--- config.mk ---
export PLATFORM = sky130hd
export DESIGN_NAME = reload_counter
export DESIGN_NICKNAME = d
export VERILOG_FILES = /design/src/rtl/reload_counter_pkg.sv /design/src/rtl/reload_counter.sv
export SDC_FILE = /design/constraint.sdc
export NUM_CORES = 1
export LEC_CHECK = 0
export ABC_AREA = 1
export CAP_MARGIN = 40
export CORE_MARGIN = 2
export CORE_UTILIZATION = 58
export DETAILED_ROUTE_END_ITERATION = 8
export GPL_TIMING_DRIVEN = 0
export PLACE_DENSITY = 0.82
export SLEW_MARGIN = 5
export SYNTH_ARGS = -nofsm -noshare
export SYNTH_HDL_FRONTEND = slang
export SYNTH_SLANG_ARGS = --single-unit
--- constraint.sdc ---
create_clock -name clk -period 6.6 [get_ports clk]
set_input_delay 0.66 -clock clk [delete_from_list [all_inputs] [get_ports clk]]
set_output_delay 0.66 -clock clk [all_outputs]
set_load 0.05 [all_outputs]
--- src/rtl/reload_counter_pkg.sv ---
// Shared definitions for the reload_counter tick generator.
// Provides the run-state encoding and the count-direction constants.
package reload_counter_pkg;

    typedef enum logic {
        IDLE = 1'b0,
        RUN  = 1'b1
    } state_t;

    localparam logic DIR_UP   = 1'b1;
    localparam logic DIR_DOWN = 1'b0;

endpackage

--- src/rtl/reload_counter.sv ---
// Load/terminal-count counter with direction, auto-reload, abort and busy.
// Ports: clk, reset_n (sync, active-low), load, load_val, up, reload_en,
//        count_en, abort in; count, done (1-cycle terminal pulse), busy out.
module reload_counter
    import reload_counter_pkg::*;
#(
    parameter int WIDTH = 8
) (
    input  logic             clk,
    input  logic             reset_n,
    input  logic             load,
    input  logic [WIDTH-1:0] load_val,
    input  logic             up,
    input  logic             reload_en,
    input  logic             count_en,
    input  logic             abort,
    output logic [WIDTH-1:0] count,
    output logic             done,
    output logic             busy
);

    logic [WIDTH-1:0] target;
    logic             dir;
    logic             reload;
    state_t           state;

    logic [WIDTH-1:0] count_n;
    logic [WIDTH-1:0] target_n;
    logic             dir_n;
    logic             reload_n;
    state_t           state_n;
    logic             done_n;

    logic [WIDTH-1:0] term;
    logic [WIDTH-1:0] start;
    logic             at_term;

    assign term    = (dir == DIR_UP) ? target : '0;
    assign start   = (dir == DIR_UP) ? '0 : target;
    assign at_term = (count == term);

    always_comb begin
        count_n  = count;
        target_n = target;
        dir_n    = dir;
        reload_n = reload;
        state_n  = state;
        done_n   = 1'b0;

        if (abort) begin
            state_n = IDLE;
        end else if (load) begin
            target_n = load_val;
            dir_n    = up;
            reload_n = reload_en;
            count_n  = up ? '0 : load_val;
            state_n  = RUN;
            // Start equals terminal only for a zero-length run.
            done_n   = (load_val == '0);
        end else if (state == RUN) begin
            if (at_term && !reload) begin
                // Terminal already flagged; leave RUN without stepping.
                state_n = IDLE;
            end else if (count_en) begin
                if (at_term) begin
                    count_n = start;
                end else if (dir == DIR_UP) begin
                    count_n = count + WIDTH'(1);
                end else begin
                    count_n = count - WIDTH'(1);
                end
                done_n = (count_n == term);
            end
        end
    end

    always_ff @(posedge clk) begin
        if (!reset_n) begin
            count  <= '0;
            target <= '0;
            dir    <= DIR_DOWN;
            reload <= 1'b0;
            state  <= IDLE;
            done   <= 1'b0;
        end else begin
            count  <= count_n;
            target <= target_n;
            dir    <= dir_n;
            reload <= reload_n;
            state  <= state_n;
            done   <= done_n;
        end
    end

    assign busy = (state == RUN);

endmodule

Word level (Yosys, flattened, before mapping)
Cells that the tools add are included.
{"block": "op_classes", "n_addsub": 2, "muxes": 21, "n_eq_ne": 3, "bitwise": 2, "n_reduce_logical": 8}
{"op": "8-bit 2-to-1 mux", "n": 14}
{"op": "8-bit == test", "n": 2}
{"op": "8-bit by 1-bit adder with 8-bit output, second input constant", "n": 1}
{"op": "8-bit zero test", "n": 1}
{"op": "8-bit by 1-bit subtractor with 8-bit output, second input constant", "n": 1}
{"op": "1-bit 2-to-1 mux", "n": 7}
{"op": "4-bit AND reduction", "n": 1}
{"op": "2-bit nonzero test", "n": 2}
{"op": "2-bit != test, second input constant", "n": 1}
{"op": "1-bit NOT", "n": 2}
{"op": "2-bit AND reduction", "n": 1}
{"op": "2-bit OR reduction", "n": 1}
{"op": "1-bit logical AND", "n": 1}
{"op": "1-bit zero test", "n": 1}
{"block": "totals", "wordCells": 42, "ff_bits": 20}

Longest topological paths before layout
{"block": "depth", "ltp_word": 13, "depth_mapped": 19, "mapped_depth_nobuf": 17}

Worst setup path before layout
No wires, ideal clock.
{"block": "synth_timing", "kind": "reg2reg", "from": "reg count[0]", "to": "reg done", "setup_slack_ns": 4.273, "period_less_slack_ns": 2.327, "arrival_ns": 2.263, "path_stages_with_launch": 17, "path_cell_list": "dfxtp_1 -> inv_1 -> fa_1 -> nand3b_1 -> nand2_1 -> nand2_1 -> nand2_1 -> nand2_1 -> nand2_1 -> nand2_1 -> nand2_1 -> nand2_1 -> nand2_1 -> nand3_2 -> nor2_1 -> nor2_1 -> nor2_1"}
{"block": "synth_between", "elab_chain_cells": 13, "elab_cells_between_ends": 16, "classes_between": "2 x add/sub; 2 x eq/ne; 11 x mux; 1 x reduce/logical"}
{"item": "start: declaration", "line_no": "reload_counter.sv:17", "text": "output logic [WIDTH-1:0] count,"}
{"item": "start signal: assignment", "line_no": "reload_counter.sv:86", "text": "count <= count_n;"}
{"item": "8-bit by 1-bit subtractor with 8-bit output or 8-bit by 1-bit adder with 8-bit output (tied branches)", "line_no": "reload_counter.sv:70, reload_counter.sv:68"}
{"item": "8-bit 2-to-1 mux", "line_no": "reload_counter.sv:67", "text": "end else if (dir == DIR_UP) begin"}
{"item": "8-bit 2-to-1 mux", "line_no": "reload_counter.sv:65", "text": "if (at_term) begin"}
{"item": "8-bit 2-to-1 mux", "line_no": "reload_counter.sv:64", "text": "end else if (count_en) begin"}
{"item": "8-bit 2-to-1 mux", "line_no": "reload_counter.sv:61", "text": "if (at_term && !reload) begin"}
{"item": "8-bit 2-to-1 mux", "line_no": "reload_counter.sv:60", "text": "end else if (state == RUN) begin"}
{"item": "8-bit 2-to-1 mux", "line_no": "reload_counter.sv:52", "text": "end else if (load) begin"}
{"item": "8-bit 2-to-1 mux", "line_no": "reload_counter.sv:50", "text": "if (abort) begin"}
{"item": "8-bit == test", "line_no": "reload_counter.sv:72", "text": "done_n = (count_n == term);"}
{"item": "1-bit 2-to-1 mux", "line_no": "reload_counter.sv:64"}
{"item": "1-bit 2-to-1 mux (*)", "line_no": "reload_counter.sv:61"}
{"item": "1-bit 2-to-1 mux (*)", "line_no": "reload_counter.sv:60"}
{"item": "1-bit 2-to-1 mux (*)", "line_no": "reload_counter.sv:52"}
{"item": "end signal: assignment", "line_no": "reload_counter.sv:91", "text": "done <= done_n;"}
{"item": "end: declaration", "line_no": "reload_counter.sv:18", "text": "output logic done,"}
Every way passes the cells marked *; elsewhere a longest branch is shown, timed or not. The select of a mux whose other input is x is not followed.
A chain may end at the register's enable or synchronous reset.

Worst setup path after layout
{"block": "layout_timing", "from": "reg dir", "to": "reg done"}
{"block": "layout_between", "elab_chain_cells": 13, "elab_cells_between_ends": 16, "classes_between": "2 x eq/ne; 13 x mux; 1 x reduce/logical"}
{"item": "start: declaration", "line_no": "reload_counter.sv:23", "text": "logic dir;"}
{"item": "start signal: assignment", "line_no": "reload_counter.sv:88", "text": "dir <= dir_n;"}
{"item": "8-bit 2-to-1 mux", "line_no": "reload_counter.sv:38", "text": "assign term = (dir == DIR_UP) ? target : '0;"}
{"item": "8-bit == test", "line_no": "reload_counter.sv:40", "text": "assign at_term = (count == term);"}
{"item": "8-bit 2-to-1 mux", "line_no": "reload_counter.sv:65"}
{"item": "8-bit 2-to-1 mux", "line_no": "reload_counter.sv:64"}
{"item": "8-bit 2-to-1 mux", "line_no": "reload_counter.sv:61"}
{"item": "8-bit 2-to-1 mux", "line_no": "reload_counter.sv:60"}
{"item": "8-bit 2-to-1 mux", "line_no": "reload_counter.sv:52"}
{"item": "8-bit 2-to-1 mux", "line_no": "reload_counter.sv:50"}
{"item": "8-bit == test", "line_no": "reload_counter.sv:72"}
{"item": "1-bit 2-to-1 mux", "line_no": "reload_counter.sv:64"}
{"item": "1-bit 2-to-1 mux (*)", "line_no": "reload_counter.sv:61"}
{"item": "1-bit 2-to-1 mux (*)", "line_no": "reload_counter.sv:60"}
{"item": "1-bit 2-to-1 mux (*)", "line_no": "reload_counter.sv:52"}
Marks and branches as above.

==> reports/summary.json <==
{
  "run_status": {
    "status": "finished clean"
  },
  "pwr": {
    "internal_power_w": 0.0002390,
    "power.share.sequential_pct": 34.0,
    "worst_ir_drop_vdd_mv": 0.1858,
    "comb_power_share_pct": 48.4,
    "power.density_cell_area_mw_per_mm2": 209.5,
    "p_clk_share_pct": 17.6,
    "cellLeakagePower_nw": 0.9645,
    "netSwitchingFraction_pct": 42.26,
    "p_sw_w": 0.0001749
  },
  "timing": {
    "pins_over_their_slew_limit": 0,
    "timing.final.crit_share_pct": 44.38,
    "grt_setup_unrepaired": "false",
    "clock_tree_skew_after_final_layout_ns": 0.001662,
    "setup-violations-final": 0,
    "worst_slew_margin_pct": 60.79,
    "setup-tns-final_ns": 0,
    "layout_min_cycle_time_ns": 2.929,
    "timing.final.hold_violations": 0,
    "timing_worst_slew_pin_value_ns": 0.5859,
    "max_clock_freq_mhz": 341.4
  },
  "yosys": {
    "syn_area_sq_mm": 0.001660,
    "seq_area_frac_synth_pct": 24.11,
    "synth_top_flop_cell": "sky130_fd_sc_hd__dfxtp_1",
    "synthesis.area_per_instance_sq_um": 6.127,
    "synth_area_leader_cell": "sky130_fd_sc_hd__dfxtp_1",
    "synth.top_cells.by_count": "sky130_fd_sc_hd__nand2_1 (86), sky130_fd_sc_hd__nand3_1 (29), sky130_fd_sc_hd__inv_1 (28)",
    "portion_of_synthesized_cell_area_occupied_by_the_leading_cell_type_pct": 24.11,
    "ys_seq_elements": 20,
    "synthMostInstantiatedCell": "sky130_fd_sc_hd__nand2_1",
    "yosys-top-cells-area": "sky130_fd_sc_hd__dfxtp_1 (24%), sky130_fd_sc_hd__nand2_1 (19%), sky130_fd_sc_hd__nand3_1 (8.7%), sky130_fd_sc_hd__inv_1 (6.3%), sky130_fd_sc_hd__a21oi_1 (5.7%)",
    "synth-async-reset-ratio_pct": 0,
    "synth.yosys.warnings": 0,
    "postSynthNetCount": 293,
    "yosysUniqueCellTypes": 29,
    "synth-edff-count": 0,
    "syn_inst": 271
  },
  "final_layout": {
    "n_fill_cell": 249,
    "finalNetCount": 322,
    "n_antenna_cell": 0,
    "non_filler_instance_count_after_layout": 330,
    "post_route_cells_drive_above_1_share_pct": 7.358,
    "area_growth_syn_to_fin_pct": 18.99
  },
  "min_path": {
    "hold_path_end": "reload$_SDFFE_PN0P_",
    "min_path_type": "flop to flop",
    "worstHoldPathCells": 2,
    "worst_hold_startpoint": "reload$_SDFFE_PN0P_"
  },
  "routing": {
    "wl_per_cell_um": 12.62,
    "drt.antenna.violating_nets": 0,
    "via_count": 1786,
    "drt-initial-drc-count": 90,
    "vias_per_cell": 5.412,
    "routed_wl_mm": 4.166,
    "drc_errors": 0,
    "drt-pass1-iter-count": 6
  },
  "place": {
    "dp_hpwl_mm": 3.228,
    "placed_instance_count": 326,
    "routabilityCongestion": 0.8835,
    "place.port_buffers": 24
  },
  "die": {
    "std_cell_rows": 19,
    "fp.dieArea_sq_mm": 0.003307,
    "floorplan.initialDensity_pct": 60.73,
    "design.portCount": 25,
    "dieWidth_um": 57.51,
    "fp.dieH_um": 57.51,
    "core_area_sq_mm": 0.002734
  },
  "clocking": {
    "cts.repair_timing.setup_buffer_count": 0,
    "tritoncts": "yes",
    "clk_pin_slew_ns": 0.11,
    "htreeDepth": 1,
    "cts.root.buffer_cell": "sky130_fd_sc_hd__clkbuf_4",
    "cts.sink_count": 20,
    "postCtsResizedCells": 0,
    "cts_hold_buffers": 0,
    "clock_latency_ns": 0.31,
    "cts_buffers": 3,
    "cts_max_path_buffers": 2
  },
  "grt": {
    "grt_pass1_vias": 1560,
    "grt_start_max_net_pins": 16,
    "global_route_wire_length_before_repair_mm": 6.893,
    "groute.usage.overall_pct": 26.45,
    "antenna_found_initial": 0,
    "grt_overflow": 0
  },
  "critical_path": {
    "worstPathMaxFanout": 15,
    "timing.reg2reg.worst_path_depth": 19,
    "crit_path_end_kind": "flop",
    "reg_to_reg_setup_timing_slack_ns": 3.67,
    "crit_type": "flop to flop",
    "crit_path_start_kind": "flop",
    "data_arrival_time_of_the_critical_path_ns": 3.18,
    "critical_path.reg2reg.endpoint": "done$_SDFF_PP0_",
    "worst_r2r_startpoint": "dir$_SDFFE_PN0P_",
    "cp.required_ns": 6.85
  },
  "run": {
    "max_cap_violations": 0
  }
}
==> layer usage <==
metal	track usage (%)	part of all wire, %	up-vias
li1	-	-	942
met2	43.18	45	59
met1	36.08	48	776
met5	0	0	-
met4	9.967	1.6	0
met3	2.494	5.2	9
==> area by class of cell <==
class | count | area [sq um] | share of cell area [%]
buffer | 5 | 50.05 | 2.533
clock buffer | 4 | 36.28 | 1.837
inverter | 32 | 121.4 | 6.143
multi-input combinational | 214 | 1089 | 55.10
sequential | 20 | 400.4 | 20.27
tap | 31 | 38.79 | 1.963
timing repair buffer | 24 | 240.2 | 12.16
==> power groups by stage <==
stage	Combinational (W)	Sequential, W	Clock [W]
after floorplan	0.000137	0.000156	0
after global placement	0.000197	0.000143	0
after detailed placement	0.000199	0.000143	0
after CTS	0.000201	0.000140	0.0000713
after global routing	0.000224	0.000142	0.0000776
final	0.000201	0.000141	0.0000727
==> flip-flops by register name, summed over array words and instances (netlist names) <==
name and flops:
dir 1, reload 1, done 1, busy 1
count 8, target 8
==> worst max path at each step <==
| stage | startpoint | to | depth (start not counted) |
|---|---|---|---|
| floorplan | count[0]$_SDFFE_PN0P_ | done$_SDFF_PP0_ | 16 |
| global placement | dir$_SDFFE_PN0P_ | done$_SDFF_PP0_ | 19 |
| detailed placement | load | dir$_SDFFE_PN0P_ | 6 |
| CTS | dir$_SDFFE_PN0P_ | done$_SDFF_PP0_ | 19 |
| global route | dir$_SDFFE_PN0P_ | done$_SDFF_PP0_ | 19 |
| finish | dir$_SDFFE_PN0P_ | done$_SDFF_PP0_ | 19 |
==> worst max-delay path, stage by stage (launching register included) <==
cell	delay (ns)
sky130_fd_sc_hd__dfxtp_1	0.40
sky130_fd_sc_hd__buf_6	0.17
sky130_fd_sc_hd__buf_12	0.14
sky130_fd_sc_hd__clkinv_1	0.39
sky130_fd_sc_hd__ha_1	0.53
sky130_fd_sc_hd__nand2_1	0.13
sky130_fd_sc_hd__nand2_1	0.06
sky130_fd_sc_hd__a21oi_1	0.19
sky130_fd_sc_hd__nand2_1	0.08
sky130_fd_sc_hd__nand2_1	0.06
sky130_fd_sc_hd__nand2_1	0.06
sky130_fd_sc_hd__nand2_2	0.08
sky130_fd_sc_hd__nand2_1	0.05
sky130_fd_sc_hd__nand2_1	0.05
sky130_fd_sc_hd__nand2_1	0.05
sky130_fd_sc_hd__nor2_2	0.07
sky130_fd_sc_hd__nand2_1	0.05
sky130_fd_sc_hd__nor2_1	0.15
sky130_fd_sc_hd__nor2_1	0.06
sky130_fd_sc_hd__nor2_1	0.09
==> layout by cell type (no fill, tap or decap), types with 5 or more instances in the layout <==
master	n
sky130_fd_sc_hd__nand2_1	86
sky130_fd_sc_hd__nand3_1	29
sky130_fd_sc_hd__inv_1	28
sky130_fd_sc_hd__nor2_1	25
sky130_fd_sc_hd__clkdlybuf4s50_1	24
sky130_fd_sc_hd__dfxtp_1	20
sky130_fd_sc_hd__a21oi_1	19
sky130_fd_sc_hd__o21ai_0	17
sky130_fd_sc_hd__ha_1	6
sky130_fd_sc_hd__nand3b_1	5
==> through the flow <==
| step | power (W) | setup WS, ns | utilization [%] | hold slack (ns) | area, sq um |
|---|---|---|---|---|---|
| 4_1_cts | 0.0004123 | 3.673 | 72.27 | 0.4734 | 1976 |
| 6_report | 0.0004140 | 3.671 | 72.27 | 0.4885 | 1976 |
| 3_5_place_dp | 0.0003426 | 3.713 | 70.94 | 0.4574 | 1939 |
| 2_1_floorplan | 0.0002927 | 4.273 | - | 0.4295 | 1660 |
| 5_1_grt | 0.0004443 | 3.357 | 72.27 | 0.4954 | 1976 |
| 3_3_place_gp | 0.0003402 | 3.717 | 70.94 | 0.4467 | 1939 |
==> cells by family (layout without fill, tap and decap cells) <==
family / count (synthesis) / after routing / synth area share [%]
AND/OR/NAND/NOR: 163 / 163 / 44.69
AO/OA/AOI/OAI: 40 / 40 / 13.04
buffers and inverters: 37 / 65 / 10.32
flip-flops: 20 / 20 / 24.11
adder cells (fa/ha/maj): 7 / 7 / 5.727
XOR/XNOR: 4 / 4 / 2.110
Note: power is estimated with default switching activity, not from simulation.
==> patch: new RTL, same flow settings <==
Add an input register stage for `load`, `load_val`, `up`, `reload_en`, `count_en` and `abort`, without a reset; this delays them by one clock. Comments in the files are not updated.
--- a/src/rtl/reload_counter.sv
+++ b/src/rtl/reload_counter.sv
@@ -19,4 +19,20 @@
     output logic             busy
 );
+
+    logic load_q;
+    logic [WIDTH-1:0] load_val_q;
+    logic up_q;
+    logic reload_en_q;
+    logic count_en_q;
+    logic abort_q;
+
+    always_ff @(posedge clk) begin
+        load_q      <= load;
+        load_val_q  <= load_val;
+        up_q        <= up;
+        reload_en_q <= reload_en;
+        count_en_q  <= count_en;
+        abort_q     <= abort;
+    end
 
     logic [WIDTH-1:0] target;
@@ -48,19 +64,19 @@
         done_n   = 1'b0;
 
-        if (abort) begin
+        if (abort_q) begin
             state_n = IDLE;
-        end else if (load) begin
-            target_n = load_val;
-            dir_n    = up;
-            reload_n = reload_en;
-            count_n  = up ? '0 : load_val;
+        end else if (load_q) begin
+            target_n = load_val_q;
+            dir_n    = up_q;
+            reload_n = reload_en_q;
+            count_n  = up_q ? '0 : load_val_q;
             state_n  = RUN;
             // Start equals terminal only for a zero-length run.
-            done_n   = (load_val == '0);
+            done_n   = (load_val_q == '0);
         end else if (state == RUN) begin
             if (at_term && !reload) begin
                 // Terminal already flagged; leave RUN without stepping.
                 state_n = IDLE;
-            end else if (count_en) begin
+            end else if (count_en_q) begin
                 if (at_term) begin
                     count_n = start;
Formal check against the unedited RTL: not equivalent (Yosys sat finds a counterexample within 4 cycles, from zero or initial values and one cycle with reset_n low).
==> patch against the original RTL <==
Final area up 23%. Setup slack gained 0.070 ns. Combinational power rose by 9%. Wire length is 8.5% higher. First-iteration DRC count decreased by 8.9%. Largest power group is now registers. Clock power grew 120%. Die area rose by 21%. Highest routed layer unchanged. Via count increased by 7.8%. Sequential cell count is 13 higher. Sequential share of layout area up 7.0 points. Synthesized area is 23% higher. Fmax grew 2.4%. Power rose by 47%.
==> patch: results (changes against the original RTL) <==
[synthesis]
ys.flop_type = dfxtp_1
ys_types = 30  ; +3.4%
syn-instance-count = 290  ; +7.0%
synth_fp_nets = 312  ; +6.5%
synth_area_leaders = dfxtp_1 (32%), nand2_1 (13%), nand3_1 (8.9%)
synthTopCellsByCount = nand2_1 (71), inv_1 (41), nand3_1 (36), dfxtp_1 (33), a21oi_1 (18)
async_flop_share_pct = 0  ; unchanged
ys_seq_area_share_pct = 32.5  ; +8.4 points

[sta]
final.setup_skew_ns = 0.0220  ; +0.0203 ns
slew_headroom_pct = 53.3  ; -7.5 points
finalCriticalPeriod_ns = 2.86  ; -0.0696 ns

[detailed_routing]
met3_length_um = 224  ; +3.7%
first_iter_violations = 82  ; -8.9%
wl_per_cell_um = 12.3  ; -2.7%
routed_via_density = 5.23  ; -3.3%
met1Wirelength_um = 1990  ; -0.35%
dr.max_layer_used = met4
drt_pre_antenna_iters = 4  ; -2
drt-total-wl_um = 4520  ; +8.5%
wl_met2_um = 2250  ; +19%

[worst_hold_path]
hp-class = reg -> reg
hold_end = reload
hp-start = reload_en_q
hold_path_depth = 2  ; unchanged

[global_routing]
grt_pass1_wl_um = 7970  ; +16%
globalRouteMet2Util_pct = 42.3  ; -0.89 points
grt_pass1_vias = 1797  ; +15%
antenna_found_initial = 0  ; unchanged
grt_max_degree = 16  ; unchanged
met1_usage_pct = 32.2  ; -3.9 points
top_usage_layer = met2
grtUsageMet3_pct = 3.75  ; +1.3 points
grtUsageTotal_pct = 25.1  ; -1.3 points

[power_and_ir_drop]
p_leak_nw = 1.17  ; +21%
vdd_drop_max_mv = 0.178  ; -4.0%

[critical_path]
worstReg2RegStart = dir
r2r_slack_ns = 3.74  ; +0.07 ns
crit_fanout = 15  ; unchanged
crit_arrival_ns = 3.12  ; -0.06 ns
reg2reg_depth = 17  ; -2

[clock_network]
h-tree-depth = 2  ; +1
cts_resized = 0  ; unchanged
cts_buffer_depth = 2  ; unchanged
root_buffer = clkbuf_4
clock_latency_ns = 0.34  ; +0.03 ns
cts.clk_slew.worst_paths_ns = 0.11  ; about the same
cts_buffers = 5  ; +2

[final_layout]
num_antenna_cells = 0  ; unchanged
fin_nets = 343  ; +6.5%
fill_cells = 296  ; +19%
drive_gt1_share_pct = 12.1  ; +4.8 points
reg_top3 = count (8), load_val_q (8), target (8)

[placed_design]
place_congestion = 0.911  ; +3.1%
port_buffers = 24  ; unchanged
dpl_worst_slack_ns = 3.83  ; +0.112 ns
hpwlAfterDp_um = 3540  ; +9.5%
dp.cells = 360  ; +10%

[run_status]
status = finished clean

patch: cell type report:
type	instances	area [um2]	area share [%]
clock buffers	6	51.3	2.12
inverters	45	169	6.98
multi-input cells	206	1150	47.4
repair buffers	24	240	9.92
clock inverters	2	37.5	1.55
flip-flops and latches	33	661	27.3
plain buffers	6	56.3	2.33
well taps	46	57.6	2.38
patch: cell families (layout without fill, tap and decap cells):
logic type / count (synthesis) / in the layout / synth area share (%)
xor gates and xnor gates: 5 / 5 / 2.15
adders and majority gates: 7 / 7 / 4.67
buffers and inverters: 51 / 83 / 11.1
and+or+nand+nor: 150 / 150 / 37.8
DFF: 33 / 33 / 32.5
AOI/OAI and AO/OA: 44 / 44 / 11.8
patch: critical path, stage by stage (launching register included):
cell,delay (ns)
dfxtp_1,0.41
buf_6,0.16
buf_8,0.15
clkinv_1,0.39
ha_1,0.51
nand2_1,0.09
nand2_1,0.07
a21oi_1,0.19
nand2_1,0.07
nand2_1,0.06
nand2_1,0.07
nand2_4,0.07
nand2_2,0.05
nand2_1,0.05
nand3_1,0.06
nor2_1,0.11
nand3_1,0.11
a21oi_1,0.14
patch: where the power goes:
group	switching [mW]	leakage (nW)	internal (mW)	total, mW
Clock	0.0722	0.0445	0.0899	0.162
Sequential	0.0128	0.275	0.212	0.225
Combinational	0.136	0.851	0.0835	0.220
Total	0.221	1.17	0.386	0.607
patch: worst max path at each step:
stage / from / endpoint / cells after the start
floorplan: dir / done / 15
global placement: dir / done / 15
global route: dir / done / 17
detailed placement: dir / done / 15
finish: dir / done / 17
CTS: dir / done / 15
patch: metrics by stage:
step                      instance area [um2]  hold slack (ns)
final                                    2420            0.465
after global routing                     2420            0.515
after CTS                                2420            0.470
after detailed placement                 2330            0.447
after global placement                   2330            0.441
after floorplan                          2030            0.431
